[config.mk]
export PLATFORM = sky130hd
export DESIGN_NAME = ula
export DESIGN_NICKNAME = d
export VERILOG_FILES = /design/src/rtl/ula_pkg.sv /design/src/rtl/ula_core.sv /design/src/rtl/ula.sv
export SDC_FILE = /design/constraint.sdc
export NUM_CORES = 1
export LEC_CHECK = 0
export BUFFER_PORTS_ARGS = -buffer_cell sky130_fd_sc_hd__buf_2
export CAP_MARGIN = 30
export CORE_AREA = 10 10 54 87
export CTS_CLUSTER_SIZE = 12
export DETAILED_ROUTE_END_ITERATION = 12
export DIE_AREA = 0 0 64 97
export GPL_ROUTABILITY_DRIVEN = 0
export PLACE_DENSITY = 0.77
export SKIP_CTS_REPAIR_TIMING = 1
export SLEW_MARGIN = 20
export SYNTH_ARGS = -nofsm -noshare
export SYNTH_HDL_FRONTEND = slang
export SYNTH_SLANG_ARGS = --single-unit
[constraint.sdc]
create_clock -name clock -period 0.98 [get_ports clock]
set_input_delay 0.098 -clock clock [delete_from_list [all_inputs] [get_ports clock]]
set_output_delay 0.098 -clock clock [all_outputs]
set_load 0.01 [all_outputs]
[src/rtl/ula_pkg.sv]
// ula_pkg: shared constants for the 8-bit ALU.
//   DATA_W  operand width
//   RES_W   result width (one extra bit for carry / borrow)
//   OP_W    opcode width
//   OP_*    opcode encodings; 4'b1100..4'b1111 are reserved and yield 0
package ula_pkg;
  localparam int DATA_W = 8;
  localparam int RES_W  = 9;
  localparam int OP_W   = 4;

  localparam logic [OP_W-1:0] OP_ADD  = 4'b0000;
  localparam logic [OP_W-1:0] OP_SUB  = 4'b0001;
  localparam logic [OP_W-1:0] OP_GT   = 4'b0010;
  localparam logic [OP_W-1:0] OP_LT   = 4'b0011;
  localparam logic [OP_W-1:0] OP_GE   = 4'b0100;
  localparam logic [OP_W-1:0] OP_LE   = 4'b0101;
  localparam logic [OP_W-1:0] OP_EQ   = 4'b0110;
  localparam logic [OP_W-1:0] OP_NOT  = 4'b0111;
  localparam logic [OP_W-1:0] OP_AND  = 4'b1000;
  localparam logic [OP_W-1:0] OP_OR   = 4'b1001;
  localparam logic [OP_W-1:0] OP_XOR  = 4'b1010;
  localparam logic [OP_W-1:0] OP_XNOR = 4'b1011;
endpackage

[src/rtl/ula_core.sv]
// ula_core: purely combinational ALU function.
// Ports:
//   i_a       operand A, unsigned
//   i_b       operand B, unsigned
//   i_op      operation select
//   o_result  next result; bit 8 is carry (ADD) or borrow (SUB), else 0
module ula_core
  import ula_pkg::*;
(
  input  logic [DATA_W-1:0] i_a,
  input  logic [DATA_W-1:0] i_b,
  input  logic [OP_W-1:0]   i_op,
  output logic [RES_W-1:0]  o_result
);

  logic [RES_W-1:0] w_a_ext;
  logic [RES_W-1:0] w_b_ext;

  assign w_a_ext = {1'b0, i_a};
  assign w_b_ext = {1'b0, i_b};

  always_comb begin
    o_result = '0;
    case (i_op)
      // 9-bit arithmetic: the wrap of the subtraction sets bit 8 exactly when A<B
      OP_ADD:  o_result = w_a_ext + w_b_ext;
      OP_SUB:  o_result = w_a_ext - w_b_ext;
      OP_GT:   o_result = {{(RES_W-1){1'b0}}, (i_a >  i_b)};
      OP_LT:   o_result = {{(RES_W-1){1'b0}}, (i_a <  i_b)};
      OP_GE:   o_result = {{(RES_W-1){1'b0}}, (i_a >= i_b)};
      OP_LE:   o_result = {{(RES_W-1){1'b0}}, (i_a <= i_b)};
      OP_EQ:   o_result = {{(RES_W-1){1'b0}}, (i_a == i_b)};
      OP_NOT:  o_result = {1'b0, ~i_a};
      OP_AND:  o_result = {1'b0, i_a & i_b};
      OP_OR:   o_result = {1'b0, i_a | i_b};
      OP_XOR:  o_result = {1'b0, i_a ^ i_b};
      OP_XNOR: o_result = {1'b0, ~(i_a ^ i_b)};
      default: o_result = '0;
    endcase
  end

endmodule

[src/rtl/ula.sv]
// ula: 8-bit, 12-operation ALU with a registered 9-bit result.
// Ports:
//   entradaA8Bits  operand A, unsigned
//   entradaB8Bits  operand B, unsigned
//   opCode         operation select
//   clock          rising-edge clock
//   saida9Bits     registered result, one-cycle latency
//   reset          asynchronous active-high reset; clears the result at once
module ula
  import ula_pkg::*;
(
  input  logic [DATA_W-1:0] entradaA8Bits,
  input  logic [DATA_W-1:0] entradaB8Bits,
  input  logic [OP_W-1:0]   opCode,
  input  logic              clock,
  output logic [RES_W-1:0]  saida9Bits,
  input  logic              reset
);

  logic [RES_W-1:0] w_next;
  logic [RES_W-1:0] r_saida;

  ula_core u_core (
    .i_a      (entradaA8Bits),
    .i_b      (entradaB8Bits),
    .i_op     (opCode),
    .o_result (w_next)
  );

  // Output register: the only state in the design
  always_ff @(posedge clock or posedge reset) begin
    if (reset) r_saida <= '0;
    else       r_saida <= w_next;
  end

  assign saida9Bits = r_saida;

endmodule

# == Yosys cells after proc, flatten, opt, wreduce, memory -nomap -nowiden ==
# Cells that the tools add are included.
# totals
wordCells,26
register_bits,9
input_bits,22
out_inout_bits,9
# op_classes
addsub,2
n_lt_le_gt_ge,4
n_bitwise,5
mux,1
n_reduce_logical,1
n_eq_ne,12
# op_table
cell,count
$pmux 9 s12,1
$eq 4x3->1 const B,4
$eq 4x4->1 const B,4
$not 8->8,2
$add 8x8->9,1
$sub 8x8->9,1
$and 8x8->8,1
$eq 4x2->1 const B,2
$eq 8x8->1,1
$ge 8x8->1,1
$gt 8x8->1,1
$le 8x8->1,1
$lt 8x8->1,1
$or 8x8->8,1
$xor 8x8->8,1
$eq 4x1->1 const B,1
$logic_not 4->1,1

# == Longest topological paths before layout ==
# Gate-level depths: netlist of the first run.
# logic_depth
word_depth,3
mapped_depth,10
depth_no_buf,10

# == Hierarchy ==
# Synthesis of the first run repeated with hierarchy kept, for this count alone.
# hier_totals
hier_cells,227
area_unflattened_um2,1695.4
# by_module_without_submodules
mod,cells_per_inst,area_per_inst_um2,instances
ula_core,217,1466.4,1
ula,10,229.0,1

# == Least setup slack after synthesis of the first run ==
# No wires, ideal clock.
# synth_path
kind,input-to-reg
startpoint,in entradaA8Bits[0]
endpoint,reg r_saida[8] (netlist: saida9Bits[8])
stages,7
setup_ns,0.126
required_ns,0.854
arrival_ns,1.580
slack_ns,-0.726
path_cell_list,ha_1 -> fa_1 -> a21o_1 -> a21oi_1 -> o21a_1 -> o22ai_1 -> a221o_1
# synth_via
elab_chain_len,2
# synth_rtl
item,line_no,rtl
"start, declared",ula.sv:12,"input logic [DATA_W-1:0] entradaA8Bits,"
$sub 8x8->9 / $add 8x8->9 (equally long branches),"ula_core.sv:27, ula_core.sv:26",
$pmux 9 s12 *,ula_core.sv:24,case (i_op)
named net u_core.o_result[8],ula_core.sv:13,output logic [RES_W-1:0] o_result
"end signal, assigned",ula.sv:33,else r_saida <= w_next;
"end, declared",ula.sv:21,logic [RES_W-1:0] r_saida;
# Mark *: on every way through the listed nets, which the timed path passes. The rest lies on a longest branch.

# == Final worst setup path of the first run ==
# Same ends and word-level chain as after synthesis.

==> results of run 1 <==
synthesized netlist by cell type, types with 4 or more instances:
cell type,n
xor2_1,5
nand2b_1,5
inv_1,25
buf_2,7
ha_1,24
dfrtp_1,9
nor3_1,5
o21ai_0,14
xnor2_1,4
nor2_1,15
nor2b_1,4
nand2_1,14
a21oi_1,12
o21a_1,5
a21o_1,4
o22ai_1,5
clkbuf_1,5
mux2i_1,5
power by group through the flow:
stage	logic, mW	clock network, mW	registers [mW]
2_1_floorplan	0.653	0	0.455
3_3_place_gp	1.15	0	0.428
3_5_place_dp	1.19	0	0.428
4_1_cts	1.19	0.421	0.423
5_1_grt	1.48	0.441	0.428
6_report	1.39	0.435	0.425
metrics by stage:
stage               setup TNS [ps]  total power [mW]  cells  setup slack [ps]
global placement             -6730              1.58    358              -882
finish                       -5030              2.25    367              -728
global route                 -5460              2.35    367              -770
CTS                          -5000              2.04    362              -711
floorplan                    -4100              1.11    225              -616
detailed placement           -7090              1.61    358              -938
final timing paths:
path,cells past startpoint,startpoint,slack [ps],endpoint
max in group asynchronous,3,reset,370,saida9Bits[2]
min in group asynchronous,3,reset,360,saida9Bits[4]
max,8,entradaA8Bits[0],-730,saida9Bits[8]
min,3,entradaA8Bits[3],290,saida9Bits[3]
per-layer routing:
| metal | global-route usage | vias to the layer above | share of wire |
|---|---|---|---|
| met5 | 0 | - | 0 |
| met4 | 0.103 | 0 | 0.055 |
| met3 | 0.0265 | 41 | 0.063 |
| met2 | 0.307 | 120 | 0.52 |
| met1 | 0.183 | 1067 | 0.36 |
| li1 | - | 1002 | - |
cell families after synthesis:
group | count (synthesis)
mux | 5
buf+inv | 41
simple gates | 63
compound gates | 72
xor+xnor | 9
flops | 9
fa+ha+maj | 26
layout make-up:
type | instances | area, um2
Multi-Input combinational cell | 175 | 1480
Timing Repair Buffer | 111 | 840
Fill cell | 166 | 438
Sequential cell | 9 | 225
Inverter | 25 | 125
Tap cell | 43 | 53.8
Clock buffer | 4 | 45.0
==> impl_metrics.json, run 1 <==
{
  "status": "finished with violations",
  "violations": "setup timing",
  "final_cell_mix": "buf_4 (77), buf_2 (26), inv_1 (20), ha_1 (16), nand2_1 (14)",
  "critPathBufInv": 1,
  "synthesis.nets": 273,
  "synth_compound_area_frac": 0.289,
  "drive_above_1_share": 0.475,
  "synthSimpleGateAreaFrac": 0.198,
  "fin_nets": 373,
  "hold_viol": 0,
  "initial_utilization": 0.532,
  "synth-seq-cells": 9,
  "routed_wl_mm": 7.27,
  "pwr_density_cell_mw_per_mm2": 814,
  "io_buffers": 30,
  "drt_iter0_drc": 124,
  "finalSetupViolCount": 9,
  "synth_area_leader_cell": "ha_1",
  "cts_buffers": 3,
  "via_count": 2230,
  "dr.pass1.iters": 5,
  "fmax_mhz": 585,
  "cp-end-kind": "register",
  "seq_area_frac_synth": 0.132,
  "cap_violations": 0,
  "final_common_cell": "buf_4",
  "grt_pass1_vias": 2030,
  "crit_family": "compound AO/OA/AOI/OAI gates",
  "htree_levels": 1,
  "worstPathArrival_ps": 1810,
  "area_delta_synth_final_pct": 62.3,
  "hold_class": "input port to register",
  "die-area_mm2": 0.00621,
  "largest_reg_flops": 9,
  "pwr-share-seq": 0.189,
  "yosysTopAreaCellShare": 0.176,
  "synth_top_family_by_area": "compound AO/OA/AOI/OAI gates",
  "die_y_um": 97,
  "grt.total_usage": 0.173,
  "crit_fanout": 4,
  "grt_max_degree": 14,
  "syn-instance-count": 225,
  "slowest_delay_ps": 370,
  "drc_errors": 0,
  "start_kind": "input port",
  "cts.sinks": 9,
  "yosys-top-cells-area": "ha_1 (18%), dfrtp_1 (13%), inv_1 (5.5%), o21ai_0 (4.1%), a21oi_1 (3.5%)",
  "dp_hpwl_mm": 4.78,
  "internal_power_mw": 1.38,
  "tightestPinTransition_ps": 403,
  "yosys.area_share.xor_xnor": 0.0462,
  "rsz0062_at_grt": "true",
  "final_cell_area_mm2": 0.00277,
  "synth.area.mux_share": 0.0293,
  "leakage_nw": 1.33,
  "antenna_cells": 0,
  "post_dp_cell_area_mm2": 0.00253,
  "min_period_ps": 1710,
  "antenna_found_initial": 0,
  "row_count": 27,
  "synth_edf_count": 0,
  "postLayoutSetupSlackWorst_ps": -728,
  "hold_ws_ps": 293,
  "wl_per_cell_um": 19.8,
  "vdd_drop_max_uv": 711,
  "grt_remaining_overflow": 0,
  "slowest_stage": "fa_2",
  "clk_pin_slew_worst_paths_ps": 40,
  "cts_tree": "yes",
  "core_mm2": 0.00321,
  "layout_worst_path_cycle_share": 1.74,
  "netSwitchingFraction": 0.388,
  "ant_nets": 0,
  "viasPerCell": 6.08,
  "power_switching_mw": 0.874,
  "syn-cell-area_mm2": 0.00171,
  "relSlewSlack": 0.731,
  "cts_root_buf": "clkbuf_8",
  "cts_buffer_depth": 2,
  "ys.flop_type": "dfrtp_1",
  "ys_types": 53,
  "grt_pass1_wl_mm": 9.12,
  "maxSlewViolCount": 0,
  "comb_power_share": 0.618,
  "syn_avg_cell_area_um2": 7.59,
  "crit_chain": "buf_12, ha_4, fa_2, a21o_1, a21oi_2, o21a_1, o22ai_2, a221o_1",
  "synthAdderAreaFrac": 0.199,
  "crit_required_ps": 1090,
  "crit_type": "input port to register",
  "yosys_warnings": 0,
  "final_util": 0.864,
  "async_reset_ff_frac": 1.00,
  "io_pins": 31,
  "pwr-share-clk": 0.193,
  "die_x_um": 64
}
No activity file was read; power rests on OpenSTA's default activity.
==> run 2, diff against run 1 <==
Settings changed: BUFFER_PORTS_ARGS -buffer_cell sky130_fd_sc_hd__buf_2 to default, DONT_BUFFER_PORTS from default to 1, PLACE_DENSITY 0.77 to 0.69.
==> impl_metrics.json, run 2 (synthesized netlist as in run 1, its figures left out) <==
{
  "htree_levels": 1,
  "hold_ws_ps": 7.90,
  "leakage_nw": 0.997,
  "grt_pass1_wl_mm": 8.56,
  "tightestPinTransition_ps": 368,
  "io_buffers": 0,
  "start_kind": "input port",
  "largest_reg_flops": 9,
  "routed_wl_mm": 5.28,
  "post_dp_cell_area_mm2": 0.00210,
  "multi_input_area_mm2": 0.00144,
  "hp-start": "entradaA8Bits[3]",
  "die_y_um": 97,
  "grt_max_degree": 44,
  "violations": "setup timing",
  "finalSetupViolCount": 9,
  "via_count": 1794,
  "antenna_found_initial": 0,
  "hold_class": "input port to register",
  "vdd_drop_max_uv": 651,
  "seqCellArea_um2": 225,
  "wl_per_cell_um": 17.5,
  "row_count": 27,
  "slowest_stage": "or4b_1",
  "io_pins": 31,
  "worstPathArrival_ps": 1640,
  "relSlewSlack": 0.748,
  "final_util": 0.696,
  "min_period_ps": 1510,
  "worstHoldEndpoint": "saida9Bits[3]",
  "fin_nets": 308,
  "tns_ps": -3290,
  "crit_fanout": 3,
  "crit_chain": "clkinvlp_4, ha_4, buf_4, a211oi_2, o21ai_1, nand4_1, or4b_1, mux2i_1, o21ai_1",
  "power_mw": 1.84,
  "core_mm2": 0.00321,
  "drt_iter0_drc": 41,
  "whs_path_depth": 1,
  "maxSlewViolCount": 0,
  "cts_tree": "yes",
  "crit_required_ps": 1110,
  "fmax_mhz": 660,
  "finalNonFillerCells": 302,
  "crit_type": "input port to register",
  "dp.cells": 293,
  "cts.sinks": 9,
  "status": "finished with violations",
  "fillers": 257,
  "ant_nets": 0,
  "die_x_um": 64,
  "crit_top_cell": "o21ai_1",
  "dr.pass1.iters": 4,
  "cp-end-kind": "register",
  "die-area_mm2": 0.00621,
  "drc_errors": 0,
  "final_cell_mix": "buf_4 (43), inv_1 (19), ha_1 (16), nor2_1 (13), nand2_1 (13)",
  "hold_viol": 0,
  "final_common_cell": "buf_4",
  "setup.worst_path.start": "entradaB8Bits[1]",
  "slowest_delay_ps": 460,
  "grt_pass1_vias": 1904,
  "dp_slack_ps": -802,
  "cap_violations": 0,
  "dp_hpwl_mm": 4.11,
  "grt.total_usage": 0.165,
  "area_delta_synth_final_pct": 30.8,
  "cts_buffer_depth": 2,
  "initial_utilization": 0.532,
  "cts_root_buf": "clkbuf_8",
  "layout_worst_path_cycle_share": 1.55,
  "cts_buffers": 3,
  "antenna_cells": 0,
  "clk_pin_slew_worst_paths_ps": 40,
  "grt_remaining_overflow": 0,
  "viasPerCell": 5.94,
  "pwr_density_cell_mw_per_mm2": 822,
  "drive_above_1_share": 0.324,
  "rsz0062_at_grt": "true",
  "final_cell_area_mm2": 0.00223,
  "postLayoutSetupSlackWorst_ps": -534
}
## run 2: cell count changes in the layout (fill, tap and decap cells not counted), sizes merged
| cell | previous run | this run |
|---|---|---|
| buf | 110 | 43 |
| clkinv | 1 | 0 |
| inv | 23 | 24 |
| dlygate4sd3 | 1 | 3 |
## run 2: per-layer routing
metal	global-route usage	vias to the layer above	routed length, um
li1	-	871	-
met2	0.298	71	2770
met4	0.131	0	321
met1	0.152	826	1880
met5	0	-	0
met3	0.0311	26	296
## run 2: critical path, delay by kind of cell
| kind | cells | cell delay [ps] |
|---|---|---|
| AO/OA/AOI/OAI | 3 | 380 |
| AND/OR/NAND/NOR | 2 | 540 |
| buffers and inverters | 2 | 230 |
| adder cells (fa/ha/maj) | 1 | 240 |
| multiplexers | 1 | 140 |
## run 2: how the worst max path moves through the flow
stage | endpoint | slack [ps] | depth (start not counted)
floorplan | saida9Bits[8] | -620 | 7
global placement | saida9Bits[7] | -780 | 9
detailed placement | saida9Bits[7] | -800 | 9
CTS | saida9Bits[7] | -550 | 9
global route | saida9Bits[7] | -640 | 9
finish | saida9Bits[7] | -530 | 9
## run 2: cell type report
type,instances,area share
multi-input cells,175,0.643
repair buffers,46,0.158
flip-flops and latches,9,0.101
inverters,25,0.0538
well taps,43,0.0241
clock buffers,4,0.0202
## run 2: power by group
group | internal, mW | total [mW] | switching [mW]
Combinational | 0.483 | 0.936 | 0.452
Clock | 0.284 | 0.445 | 0.160
Sequential | 0.416 | 0.455 | 0.0389
Total | 1.18 | 1.84 | 0.651
